--- src/rtl/keypad_number_entry_pkg.sv ---
// Shared definitions for the keypad number-entry block.
//   state_t    : scanner/debounce FSM state encoding
//   NUM_W      : width of the accumulated value
//   NUM_MAX    : largest value the accumulator may hold
//   KEY_CLEAR  : key code that zeroes the value
//   KEY_BACK   : key code that drops the last decimal digit
//   key_lookup : (row, column) -> key code of the printed legend
package keypad_number_entry_pkg;

  typedef enum logic [1:0] {
    ST_SCAN      = 2'd0,
    ST_PRESS_DEB = 2'd1,
    ST_HELD      = 2'd2,
    ST_REL_DEB   = 2'd3
  } state_t;

  localparam int          NUM_W     = 13;
  localparam int unsigned NUM_MAX   = 8191;
  localparam logic [3:0]  KEY_CLEAR = 4'hC;
  localparam logic [3:0]  KEY_BACK  = 4'hE;

  function automatic logic [3:0] key_lookup(input logic [1:0] r, input logic [1:0] c);
    logic [3:0] code;
    case ({r, c})
      4'b00_00: code = 4'h1;
      4'b00_01: code = 4'h2;
      4'b00_10: code = 4'h3;
      4'b00_11: code = 4'hA;
      4'b01_00: code = 4'h4;
      4'b01_01: code = 4'h5;
      4'b01_10: code = 4'h6;
      4'b01_11: code = 4'hB;
      4'b10_00: code = 4'h7;
      4'b10_01: code = 4'h8;
      4'b10_10: code = 4'h9;
      4'b10_11: code = 4'hC;
      4'b11_00: code = 4'h0;
      4'b11_01: code = 4'hF;
      4'b11_10: code = 4'hE;
      default:  code = 4'hD;
    endcase
    return code;
  endfunction

endpackage

--- src/rtl/keypad_number_entry_sync_2ff.sv ---
// Two-flop synchroniser for asynchronous inputs; both flops reset to all ones
// so idle (pulled-up) lines read as released straight out of reset.
//   clk : sampling clock
//   rst : synchronous active-high reset
//   d   : asynchronous input bus
//   q   : synchronised output bus
module sync_2ff #(
  parameter int WIDTH = 1
) (
  input  logic             clk,
  input  logic             rst,
  input  logic [WIDTH-1:0] d,
  output logic [WIDTH-1:0] q
);

  logic [WIDTH-1:0] meta_p0;

  always_ff @(posedge clk) begin
    if (rst) begin
      meta_p0 <= '1;
      q       <= '1;
    end else begin
      // stage 0: capture, may go metastable
      meta_p0 <= d;
      // stage 1: resolved value
      q       <= meta_p0;
    end
  end

endmodule

--- src/rtl/keypad_number_entry.sv ---
// 4x4 matrix keypad scanner with press/release debounce and a decimal
// accumulator for a four-digit display.
//   clk       : clock, rising edge
//   rst       : synchronous active-high reset
//   row       : keypad rows, active-low, asynchronous
//   col       : keypad column drive, active-low, one low at a time
//   num       : accumulated value 0..8191
//   key_valid : one-cycle pulse per accepted press
//   key_code  : code of the last accepted key
//   overflow  : one-cycle pulse when a digit would exceed 8191
module keypad_number_entry
  import keypad_number_entry_pkg::*;
#(
  parameter int SCAN_DIV   = 262144,
  parameter int DEB_CYCLES = 1000000
) (
  input  logic             clk,
  input  logic             rst,
  input  logic [3:0]       row,
  output logic [3:0]       col,
  output logic [NUM_W-1:0] num,
  output logic             key_valid,
  output logic [3:0]       key_code,
  output logic             overflow
);

  localparam int SCAN_W = (SCAN_DIV > 1) ? $clog2(SCAN_DIV) : 1;
  localparam int DEB_W  = (DEB_CYCLES > 1) ? $clog2(DEB_CYCLES + 1) : 1;
  localparam logic [SCAN_W-1:0] SCAN_LAST = SCAN_W'(SCAN_DIV - 1);
  localparam logic [DEB_W-1:0]  DEB_LAST  = DEB_W'(DEB_CYCLES - 1);

  // Lowest-index low row wins when several rows in a column are pressed.
  function automatic logic [1:0] lowest_low(input logic [3:0] r);
    logic [1:0] sel;
    sel = 2'd0;
    for (int i = 3; i >= 0; i--) begin
      if (!r[i]) sel = 2'(i);
    end
    return sel;
  endfunction

  // Accumulator update; digits that would push past NUM_MAX are refused.
  function automatic logic [NUM_W-1:0] apply_key(input  logic [NUM_W-1:0] cur,
                                                 input  logic [3:0]       code,
                                                 output logic             ovf);
    logic [16:0]      cand;
    logic [NUM_W-1:0] res;
    ovf  = 1'b0;
    cand = 17'(cur) * 17'd10 + 17'(code);
    if (code <= 4'd9) begin
      if (cand <= 17'(NUM_MAX)) begin
        res = cand[NUM_W-1:0];
      end else begin
        res = cur;
        ovf = 1'b1;
      end
    end else if (code == KEY_CLEAR) begin
      res = '0;
    end else if (code == KEY_BACK) begin
      res = cur / NUM_W'(10);
    end else begin
      res = cur;
    end
    return res;
  endfunction

  logic [3:0]        rs;
  state_t            state;
  logic [1:0]        idx;
  logic [1:0]        row_l;
  logic [SCAN_W-1:0] scan_cnt;
  logic [DEB_W-1:0]  deb_cnt;
  logic [3:0]        hit_code;
  logic [NUM_W-1:0]  num_next;
  logic              ovf_next;

  sync_2ff #(.WIDTH(4)) u_row_sync (
    .clk (clk),
    .rst (rst),
    .d   (row),
    .q   (rs)
  );

  always_comb begin
    hit_code = key_lookup(row_l, idx);
    ovf_next = 1'b0;
    num_next = apply_key(num, hit_code, ovf_next);
  end

  always_ff @(posedge clk) begin
    if (rst) begin
      state     <= ST_SCAN;
      idx       <= 2'd0;
      col       <= 4'b1110;
      row_l     <= 2'd0;
      scan_cnt  <= '0;
      deb_cnt   <= '0;
      num       <= '0;
      key_valid <= 1'b0;
      key_code  <= 4'h0;
      overflow  <= 1'b0;
    end else begin
      key_valid <= 1'b0;
      overflow  <= 1'b0;
      case (state)
        ST_SCAN: begin
          // rows are only judged at the end of a column period, when the
          // column drive has had the whole period to settle
          if (scan_cnt == SCAN_LAST) begin
            scan_cnt <= '0;
            if (rs != 4'hF) begin
              state   <= ST_PRESS_DEB;
              row_l   <= lowest_low(rs);
              deb_cnt <= '0;
            end else begin
              idx <= idx + 2'd1;
              col <= {col[2:0], col[3]};
            end
          end else begin
            scan_cnt <= scan_cnt + 1'b1;
          end
        end
        ST_PRESS_DEB: begin
          if (rs[row_l]) begin
            state   <= ST_SCAN;
            deb_cnt <= '0;
            idx     <= idx + 2'd1;
            col     <= {col[2:0], col[3]};
          end else if (deb_cnt == DEB_LAST) begin
            state     <= ST_HELD;
            deb_cnt   <= '0;
            key_valid <= 1'b1;
            key_code  <= hit_code;
            num       <= num_next;
            overflow  <= ovf_next;
          end else begin
            deb_cnt <= deb_cnt + 1'b1;
          end
        end
        ST_HELD: begin
          if (rs == 4'hF) begin
            state   <= ST_REL_DEB;
            deb_cnt <= '0;
          end
        end
        default: begin
          if (rs != 4'hF) begin
            state   <= ST_HELD;
            deb_cnt <= '0;
          end else if (deb_cnt == DEB_LAST) begin
            state   <= ST_SCAN;
            deb_cnt <= '0;
            idx     <= idx + 2'd1;
            col     <= {col[2:0], col[3]};
          end else begin
            deb_cnt <= deb_cnt + 1'b1;
          end
        end
      endcase
    end
  end

endmodule

--- config.mk ---
export PLATFORM = sky130hd
export DESIGN_NAME = keypad_number_entry
export DESIGN_NICKNAME = d
export VERILOG_FILES = /design/src/rtl/keypad_number_entry_pkg.sv /design/src/rtl/keypad_number_entry_sync_2ff.sv /design/src/rtl/keypad_number_entry.sv
export SDC_FILE = /design/constraint.sdc
export NUM_CORES = 1
export LEC_CHECK = 0
export BUFFER_PORTS_ARGS = -buffer_cell sky130_fd_sc_hd__clkbuf_2
export CAP_MARGIN = 0
export CORE_MARGIN = 1
export CORE_UTILIZATION = 45
export CTS_CLUSTER_SIZE = 10
export DETAILED_ROUTE_END_ITERATION = 10
export PLACE_DENSITY = 0.64
export SYNTH_ARGS = -nofsm -noshare
export SYNTH_HDL_FRONTEND = slang
export SYNTH_HIERARCHICAL = 1
export SYNTH_SLANG_ARGS = --single-unit
--- constraint.sdc ---
create_clock -name clk -period 6.56 [get_ports clk]
set_clock_uncertainty 0.2 [all_clocks]
set_input_delay 0.984 -clock clk [delete_from_list [all_inputs] [get_ports clk]]
set_output_delay 0.984 -clock clk [all_outputs]
set_load 0.005 [all_outputs]
==> reports/results.tsv, run 1 <==
stage	metric	value	unit
outcome	status	completed	
worst_setup_path	crit_buf_inv	2	
global_route	grt_util_all_layers	0.204	
final_layout	drive_gt1_frac	0.0994	
final_layout	seqCellArea	1500	µm²
logic_synthesis	synth_top_area_frac	0.272	
cts	numCtsBuffers	9	
logic_synthesis	syn_inst	694	
final_layout	final.fill_count	1169	
die	coreArea	12000	µm²
routing	drc	0	
global_route	grt_pass1_wl	21500	µm
logic_synthesis	synth_area	5530	µm²
worst_setup_path	cp_max_fo	10	
sta	fin_setup_tns	0	ps
global_route	grt_max_degree	42	
logic_synthesis	syn-num-nets	736	
cts	hold_buffers	0	
routing	initialDrtViolationCount	444	
logic_synthesis	synthTopCellsByCount	nor2_1 (96), dfxtp_1 (75), nand2_1 (42)	
die	initial_core_util	0.460	
power_and_ir_drop	switchingPower	201	µW
routing	vias	4955	
sta	finalHoldViolations	0	
worst_setup_path	worst_setup_path_end_kind	flop	
power_and_ir_drop	clock_power_share	0.517	
min_path	hold_class	reg -> reg	
final_layout	final_core_util	0.501	
worst_setup_path	worstSetupStartpointType	flop	
power_and_ir_drop	swShare	0.201	
cts	clock_latency	330	ps
global_route	grt_pass1_vias	4575	
final_layout	num_antenna_cells	0	
sta	report.final.slew_viol_count	0	
cts	clk_pin_slew	60	ps
cts	htree_num_levels	3	
placement	place_ws	1420	ps
die	dieArea	12700	µm²
logic_synthesis	synthTopCellsByArea	dfxtp_1 (27%), ha_1 (7.7%), nor2_1 (6.5%), xnor2_1 (4.4%), a21oi_1 (3.6%)	
worst_setup_path	crit_required	6610	ps
power_and_ir_drop	vdd_ir_drop_max	0.000168	V
routing	antenna_left	0	
worst_setup_path	arrival	5200	ps
logic_synthesis	async_reset_ff_frac	0	
die	io-pin-count	29	
die	die_h	113	µm
sta	clock.fmax	194	MHz
final_layout	finish.net_count	742	
sta	fin_crit	5150	ps
logic_synthesis	synth.most_common_cell	nor2_1	
global_route	overflow	0	
routing	first_pass_iters	5	
sta	final-setup-viol-count	0	
logic_synthesis	ys.flop_type	dfxtp_1	
worst_setup_path	path_cells	inv_1 > ha_1 > nor2b_1 > a21oi_1 > nor2_1 > a21oi_1 > ha_1 > inv_1 > fa_1 > nor2b_1 > o21ai_1 > or3_1 > nor4b_1 > nand2_1 > o31ai_1 > a21boi_1 > a21oi_1 > nor2_4 > nor2_1 > a311oi_2	
cts	clockBufferDepth	2	
routing	routedWlPerCell	15.0	µm
logic_synthesis	synth_edf_count	0	
power_and_ir_drop	seqPwrFrac	0.464	
logic_synthesis	yosys.area.top_type	dfxtp_1	
power_and_ir_drop	p_per_area	166	nW/µm²
cts	cts_setup_buffers	0	
worst_setup_path	crit_top_cell	a21oi_1	
cts	post_cts_resized	0	
routing	viasPerCell	5.82	
worst_setup_path	crit_slowest_cell	nor4b_1	
die	num_rows	40	
worst_setup_path	worstSetupPathType	reg -> reg	
sta	slew_headroom	0.421	
placement	place_hpwl	9230	µm
placement	io_buffers	28	
placement	routabilityCongestion	0.808	
worst_setup_path	crit_family	simple AND/OR/NAND/NOR gates	
sta	holdWs	201	ps
logic_synthesis	synth_seq_area_share	0.272	
sta	fin_ws	1410	ps
die	die_w	113	µm
cts	cts_sinks	75	
cts	ctsRootBufferMaster	clkbuf_16	
logic_synthesis	synth.distinct_cells	83	
power_and_ir_drop	p_int	797	µW
final_layout	syn_to_final_growth	8.80	%
worst_setup_path	max_stage_delay	480	ps
logic_synthesis	synth_warnings	6	
job	maxCapViolations	0	
logic_synthesis	synth.avg_cell_area	7.97	µm²
logic_synthesis	ys_ff_latch	75	
final_layout	multi_input_area	3750	µm²
power_and_ir_drop	leakage	0.00227	µW
sta	min_period_over_period	0.786	
routing	drt_wl_total	12700	µm
global_route	antenna_found_initial	0	
sta	worst-slew-pin-transition	867	ps
power_and_ir_drop	p_comb_frac	0.020	
worst_setup_path	rrSetupSlack	1410	ps
sta	rsz0062_at_grt	false	
cts	cts_tree	done	
-- cells in the final DEF, fill, tap and decap left out, drive strengths merged, types with 7 or more instances in the layout --
master,instances
ha,34
clkbuf,38
nand2,42
xnor2,28
o22ai,8
dfxtp,75
xor2,20
and3,9
nor4,7
nor3b,7
a211oi,9
or3,11
or2,12
a21oi,40
nor2,98
nand4,13
nand2b,8
inv,26
o31ai,7
o21ai,32
nor2b,15
nand3,22
a21o,8
mux2i,11
nor3,24
-- state kept, by name, summed over array words and instances, names as in the netlist, 2 cells and up --
register,cells
idx,2
row_l,2
scan_cnt,18
u_row_sync/q,4
col,4
key_code,4
u_row_sync/meta_p0,4
num,13
state,2
deb_cnt,20
-- cells by family (layout without fill, tap and decap cells) --
group,after synthesis,after routing,share of synthesized area
simple gates,296,296,0.283
compound gates,161,161,0.206
flops,75,75,0.272
buf+inv,64,74,0.0493
xor+xnor,48,48,0.0761
fa+ha+maj,36,36,0.0842
mux,14,14,0.0301
-- layout make-up --
cell class / count / share of cell area
Multi-Input combinational cell: 555 / 0.624
Sequential cell: 75 / 0.250
Clock buffer: 10 / 0.0381
Tap cell: 147 / 0.0306
Timing Repair Buffer: 31 / 0.0270
Inverter: 28 / 0.0175
Clock inverter: 5 / 0.0131
-- worst paths after layout --
| check | from | to | cells past startpoint |
|---|---|---|---|
| min | u_row_sync/meta_p0[3] | u_row_sync/q[3] | 1 |
| max reg2reg | idx[0] | num[0] | 20 |
| max | idx[0] | num[0] | 20 |
| min reg2reg | u_row_sync/meta_p0[3] | u_row_sync/q[3] | 1 |
-- power by group through the flow --
stage / clock [µW] / combinational, µW / sequential (µW)
after CTS: 527 / 19.8 / 462
after global routing: 542 / 22.5 / 463
after detailed placement: 0 / 19.7 / 472
after floorplan: 0 / 14.6 / 472
final: 516 / 19.5 / 462
after global placement: 0 / 18.9 / 472
-- stage by stage --
step           total power, µW  area (µm²)  cells
6_report                   997        6010    851
2_1_floorplan              486        5530    694
5_1_grt                   1030        6010    851
4_1_cts                   1010        6010    851
3_3_place_gp               491        5710    836
3_5_place_dp               492        5710    836
-- per-layer routing --
| metal | track usage | wire length (µm) |
|---|---|---|
| met1 | 0.278 | 6080 |
| met2 | 0.337 | 5950 |
| met3 | 0.0214 | 491 |
| met4 | 0.0720 | 208 |
| met5 | 0 | 0 |
Power figures use the tool's default switching activity.
==> inputs of run 2 (changes only) <==
Clock period 6.56 ns to 5.2 ns, I/O delays scaled along.
==> run 2 against run 1 <==
Against the previous run:
- combinational power grew 27%
- final cell count grew 0.71%
- via count grew 0.73%
- sequential power grew 26%
- register-to-register slack lost 1000 ps
- die area is the same
- non-clock buffer count grew 5
- count of clock-buffer cells in the layout is the same
- power grew 33%
- critical endpoint is now num[8]
- largest power group unchanged
==> reports/results.tsv, run 2 (same netlist as run 1, synthesis figures left out) <==
stage	metric	value	unit	change
final_layout	drive_gt1_frac	0.108		was 0.0994
outcome	status	completed		unchanged
final_layout	syn_to_final_growth	10.2	%	was 8.80%
worst_setup_path	timing.rr.start	idx[0]		unchanged
sta	fin_setup_tns	0	ps	unchanged
worst_setup_path	max_stage_delay	510	ps	was 480 ps
min_path	hp-start	u_row_sync/meta_p0[1]		was u_row_sync/meta_p0[3]
placement	routabilityCongestion	0.836		was 0.808
final_layout	instances_no_fill	857		was 851
cts	cts_tree	done		unchanged
die	die_h	113	µm	unchanged
cts	hold_buffers	0		unchanged
cts	clock_latency	340	ps	was 330 ps
cts	cts_setup_buffers	0		unchanged
routing	initialDrtViolationCount	395		was 444
routing	vias	4991		was 4,955
die	dieArea	12700	µm²	unchanged
placement	place_hpwl	9370	µm	was 9230 µm
cts	ctsRootBufferMaster	clkbuf_16		unchanged
worst_setup_path	worstSetupStartpointType	flop		unchanged
global_route	grt_pass1_wl	22000	µm	was 21,500 µm
final_layout	final.fill_count	1169		unchanged
placement	io_buffers	28		unchanged
sta	report.final.slew_viol_count	0		unchanged
global_route	grt_util_all_layers	0.213		was 0.204
worst_setup_path	cp_max_fo	9		was 10
final_layout	finish.net_count	747		was 742
die	io-pin-count	29		unchanged
cts	cts_sinks	75		unchanged
sta	fin_crit	4800	ps	was 5150 ps
cts	numCtsBuffers	9		unchanged
final_layout	largest_reg_flops	20		unchanged
sta	finalHoldViolations	0		unchanged
die	die_w	113	µm	unchanged
worst_setup_path	worstSetupPathType	reg -> reg		unchanged
job	maxCapViolations	0		unchanged
placement	dpl_cell_area	5740	µm²	was 5710 µm²
global_route	antenna_found_initial	0		unchanged
min_path	hold_class	reg -> reg		unchanged
final_layout	design_area	6090	µm²	was 6010 µm²
worst_setup_path	arrival	4820	ps	was 5200 ps
sta	rsz0062_at_grt	false		unchanged
sta	final-setup-viol-count	0		unchanged
global_route	overflow	0		unchanged
sta	slew_headroom	0.432		was 0.421
routing	viasPerCell	5.82		about the same
cts	htree_num_levels	3		unchanged
worst_setup_path	crit_required	5210	ps	was 6610 ps
die	num_rows	40		unchanged
worst_setup_path	path_cells	inv_1 > ha_1 > nor2b_1 > a21oi_1 > nor2_1 > a21oi_1 > ha_1 > inv_1 > fa_1 > nor2b_1 > o21ai_1 > or3_1 > nor4b_2 > nand2_1 > o31ai_1 > a21boi_1 > a41o_1 > o221a_2 > nor3_1		was inv_1 > ha_1 > nor2b_1 > a21oi_1 > nor2_1 > a21oi_1 > ha_1 > inv_1 > fa_1 > nor2b_1 > o21ai_1 > or3_1 > nor4b_1 > nand2_1 > o31ai_1 > a21boi_1 > a21oi_1 > nor2_4 > nor2_1 > a311oi_2
cts	clockBufferDepth	2		unchanged
die	coreArea	12000	µm²	unchanged
final_layout	num_antenna_cells	0		unchanged
routing	drc	0		unchanged
power_and_ir_drop	leakage	0.00231	µW	was 0.00227 µW
global_route	grt_max_degree	27		was 42
die	initial_core_util	0.460		unchanged
routing	routedWlPerCell	15.3	µm	was 15.0 µm
sta	min_period_over_period	0.924		was 0.786
worst_setup_path	worst_setup_path_end_kind	flop		unchanged
cts	clk_pin_slew	60	ps	about the same
routing	first_pass_iters	4		was 5
sta	clock.fmax	208	MHz	was 194 MHz
placement	dp_cells	841		was 836
routing	drt_wl_total	13100	µm	was 12,700 µm
final_layout	layout_commonest_cell	nor2_1		unchanged
sta	worst-slew-pin-transition	845	ps	was 867 ps
global_route	grt_pass1_vias	4656		was 4,575
power_and_ir_drop	vdd_ir_drop_max	0.000198	V	was 0.000168 V
power_and_ir_drop	p_per_area	218	nW/µm²	was 166 nW/µm²
final_layout	reg_top3	deb_cnt: 20 flops, scan_cnt: 18 flops, num: 13 flops		unchanged
final_layout	most-common-layout-cells	nor2_1 (96), dfxtp_1 (75), nand2_1 (42)		unchanged
final_layout	largest_register	deb_cnt		unchanged
worst_setup_path	crit_slowest_cell	a41o_1		was nor4b_1
routing	antenna_left	0		unchanged
worst_setup_path	startpoint	idx[0]		unchanged
run 2: cell types whose count changed in the layout (fill, tap and decap cells not counted):
cell / delta
bufinv_16: +1
nor4b_1: -1
buf_4: +5
inv_6: +1
clkinv_2: -1
nor4b_2: +1
run 2: timing repair:
action,in CTS,in global routing
endpoints found under the hold margin,0,0
resized for setup,0,1
endpoints found under the setup margin,0,13
run 2: worst paths after layout:
kind / end / slack [ps] / cells past startpoint
worst max-delay path: num[8] / 400 / 19
worst min register to register: u_row_sync/q[1] / 210 / 1
worst min-delay path: u_row_sync/q[1] / 210 / 1
worst max register to register: num[8] / 400 / 19
run 2: critical path, delay by kind of cell (launching register included):
family | cells | cell delay [ps]
compound gates | 7 | 1780
simple gates | 7 | 1310
fa+ha+maj | 3 | 820
flops | 1 | 410
buf+inv | 2 | 150
run 2: metal layers:
metal | wire length [µm] | up-vias | GRT usage
li1 | - | 2541 | -
met1 | 6380 | 2343 | 0.284
met2 | 6010 | 91 | 0.347
met3 | 497 | 16 | 0.0364
met4 | 210 | 0 | 0.0764
met5 | 0 | - | 0
run 2: report_power, final:
part           switching (µW)  internal, µW
logic                    16.1          8.75
clock network             251           471
registers                3.72           580
total                     270          1060
run 2: cell type report:
class                      instances  area [µm²]  area share
multi-input combinational        555        3760       0.617
clock inverter                     6         113      0.0185
tap                              147         184      0.0302
clock buffer                      10         229      0.0376
inverter                          28         105      0.0173
sequential                        75        1500       0.246
timing repair buffer              36         200      0.0329
run 2: stage by stage:
stage	hold slack, ps	setup WS [ps]	power, µW	utilization
4_1_cts	215	291	1340	0.507
2_1_floorplan	183	716	613	-
3_5_place_dp	201	366	621	0.478
3_3_place_gp	188	568	619	0.478
5_1_grt	229	29.2	1360	0.507
6_report	213	397	1330	0.507
==> inputs of run 3 (changes only) <==
Settings changed: CORE_UTILIZATION 45 to 41, PLACE_DENSITY 0.64 to 0.59.
==> run 3 against run 2 <==
Against the previous run:
- combinational power barely moved
- sequential power barely moved
- clock power is 6.7% lower
- cell area up 0.27%
- register-to-register slack better by 120 ps
- count of clock-buffer cells in the layout rose by 2
- critical endpoint is now num[2]
- largest cell class unchanged
- largest power group unchanged
- highest routed layer unchanged
==> reports/results.tsv, run 3 (same netlist as run 1, synthesis figures left out) <==
stage	metric	value	unit	change
sta	slew_headroom	0.413		was 0.432
sta	report.final.slew_viol_count	0		unchanged
final_layout	layout_commonest_cell	nor2_1		unchanged
min_path	hold_class	reg -> reg		unchanged
global_route	grt_pass1_wl	22800	µm	was 22,000 µm
final_layout	finish.net_count	747		unchanged
worst_setup_path	crit_required	5210	ps	about the same
cts	cts_tree	done		unchanged
sta	finalHoldViolations	0		unchanged
worst_setup_path	timing.rr.start	idx[0]		unchanged
cts	clk_pin_slew	60	ps	about the same
sta	worst-slew-pin-transition	879	ps	was 845 ps
sta	fin_setup_tns	0	ps	unchanged
worst_setup_path	reg2reg_depth	20		was 19
die	coreArea	13200	µm²	was 12,000 µm²
final_layout	num_antenna_cells	0		unchanged
sta	final-setup-viol-count	0		unchanged
routing	viasPerCell	5.67		was 5.82
global_route	overflow	0		unchanged
die	num_rows	42		was 40
routing	initialDrtViolationCount	386		was 395
die	dieArea	14000	µm²	was 12,700 µm²
outcome	status	completed		unchanged
min_path	min_to	u_row_sync/q[0]		was u_row_sync/q[1]
placement	dpl_cell_area	5780	µm²	was 5740 µm²
final_layout	largest_register	deb_cnt		unchanged
global_route	grt_max_degree	44		was 27
sta	rsz0062_at_grt	false		unchanged
global_route	antenna_found_initial	0		unchanged
routing	drc	0		unchanged
final_layout	drive_gt1_frac	0.108		unchanged
power_and_ir_drop	p_per_area	210	nW/µm²	was 218 nW/µm²
cts	ctsRootBufferMaster	clkbuf_16		unchanged
job	maxCapViolations	0		unchanged
sta	min_period_over_period	0.900		was 0.924
min_path	whs_path_depth	1		unchanged
cts	cts_setup_buffers	0		unchanged
cts	cts_sinks	75		unchanged
global_route	grt_util_all_layers	0.198		was 0.213
cts	numCtsBuffers	9		unchanged
die	die_w	118	µm	was 113 µm
cts	htree_num_levels	3		unchanged
cts	clockBufferDepth	2		unchanged
worst_setup_path	worstSetupPathType	reg -> reg		unchanged
placement	routabilityCongestion	0.818		was 0.836
worst_setup_path	worst_setup_path_end_kind	flop		unchanged
final_layout	most-common-layout-cells	nor2_1 (96), dfxtp_1 (75), nand2_1 (42)		unchanged
die	initial_core_util	0.419		was 0.460
worst_setup_path	r2r_end	num[2]		was num[8]
placement	io_buffers	28		unchanged
routing	routedWlPerCell	14.9	µm	was 15.3 µm
final_layout	syn_to_final_growth	10.5	%	was 10.2%
sta	clock.fmax	214	MHz	was 208 MHz
worst_setup_path	arrival	4690	ps	was 4820 ps
placement	place_hpwl	9470	µm	was 9370 µm
final_layout	largest_reg_flops	20		unchanged
min_path	hp-start	u_row_sync/meta_p0[0]		was u_row_sync/meta_p0[1]
worst_setup_path	rrSetupSlack	520	ps	was 400 ps
final_layout	final_core_util	0.463		was 0.507
worst_setup_path	worstSetupStartpointType	flop		unchanged
routing	drt_wl_total	13200	µm	was 13,100 µm
power_and_ir_drop	vdd_ir_drop_max	0.000152	V	was 0.000198 V
power_and_ir_drop	leakage	0.00230	µW	was 0.00231 µW
cts	hold_buffers	0		unchanged
die	io-pin-count	29		unchanged
routing	antenna_left	0		unchanged
sta	fin_crit	4680	ps	was 4800 ps
final_layout	reg_top3	deb_cnt: 20 flops, scan_cnt: 18 flops, num: 13 flops		unchanged
global_route	grt_pass1_vias	4715		was 4,656
die	die_h	118	µm	was 113 µm
sta	holdWs	201	ps	was 213 ps
routing	vias	5020		was 4,991
routing	first_pass_iters	5		was 4
final_layout	design_area	6110	µm²	was 6090 µm²
worst_setup_path	cp_max_fo	10		was 9
cts	clock_latency	340	ps	about the same
-- run 3: worst max-delay path by stage --
| stage | start | end | depth (start not counted) | slack (ps) |
|---|---|---|---|---|
| 2_1_floorplan | idx[0] | num[0] | 20 | 720 |
| 3_3_place_gp | idx[0] | num[8] | 19 | 520 |
| 3_5_place_dp | idx[0] | num[8] | 19 | 380 |
| 4_1_cts | idx[0] | num[8] | 19 | 330 |
| 5_1_grt | idx[0] | num[2] | 20 | 50 |
| 6_report | idx[0] | num[2] | 20 | 520 |
-- run 3: cell type report --
class | instances | area (µm²)
Timing Repair Buffer | 36 | 200
Fill cell | 1315 | 7080
Tap cell | 176 | 220
Inverter | 28 | 105
Clock buffer | 12 | 246
Sequential cell | 75 | 1500
Clock inverter | 4 | 73.8
Multi-Input combinational cell | 555 | 3760
-- run 3: worst max-delay path, cell delays in order (launching register included) --
cell and delay, ps:
dfxtp_1 410, inv_1 90, ha_1 210, nor2b_1 140
a21oi_1 130, nor2_1 50, a21oi_1 190, ha_1 200
inv_1 50, fa_1 390, nor2b_1 130, o21ai_1 90
or3_1 410, nor4b_2 360, nand2_1 160, o31ai_1 250
a21boi_1 310, a21oi_1 200, nor2_4 290, mux2i_1 220
nor2_1 60
-- run 3: stage by stage --
step	instances	setup WS, ps	total power, µW
floorplan	694	716	613
global placement	870	524	620
detailed placement	870	381	621
CTS	886	328	1290
global route	886	51.8	1320
finish	886	520	1280
-- run 3: routing by layer --
layer  share of wire  track usage
met1            0.48        0.263
met2            0.47        0.325
met3           0.041       0.0349
met4           0.013       0.0633
met5               0            0
-- run 3: what timing repair did --
action,in CTS,in global routing
hold endpoints to repair,0,0
resized for setup,0,2
setup endpoints to repair,0,13
-- run 3: where the power goes --
part / total [µW] / internal [µW] / switching, µW
Sequential: 583 / 580 / 3.53
Combinational: 24.6 / 8.70 / 15.9
Clock: 673 / 434 / 239
Total: 1280 / 1020 / 259
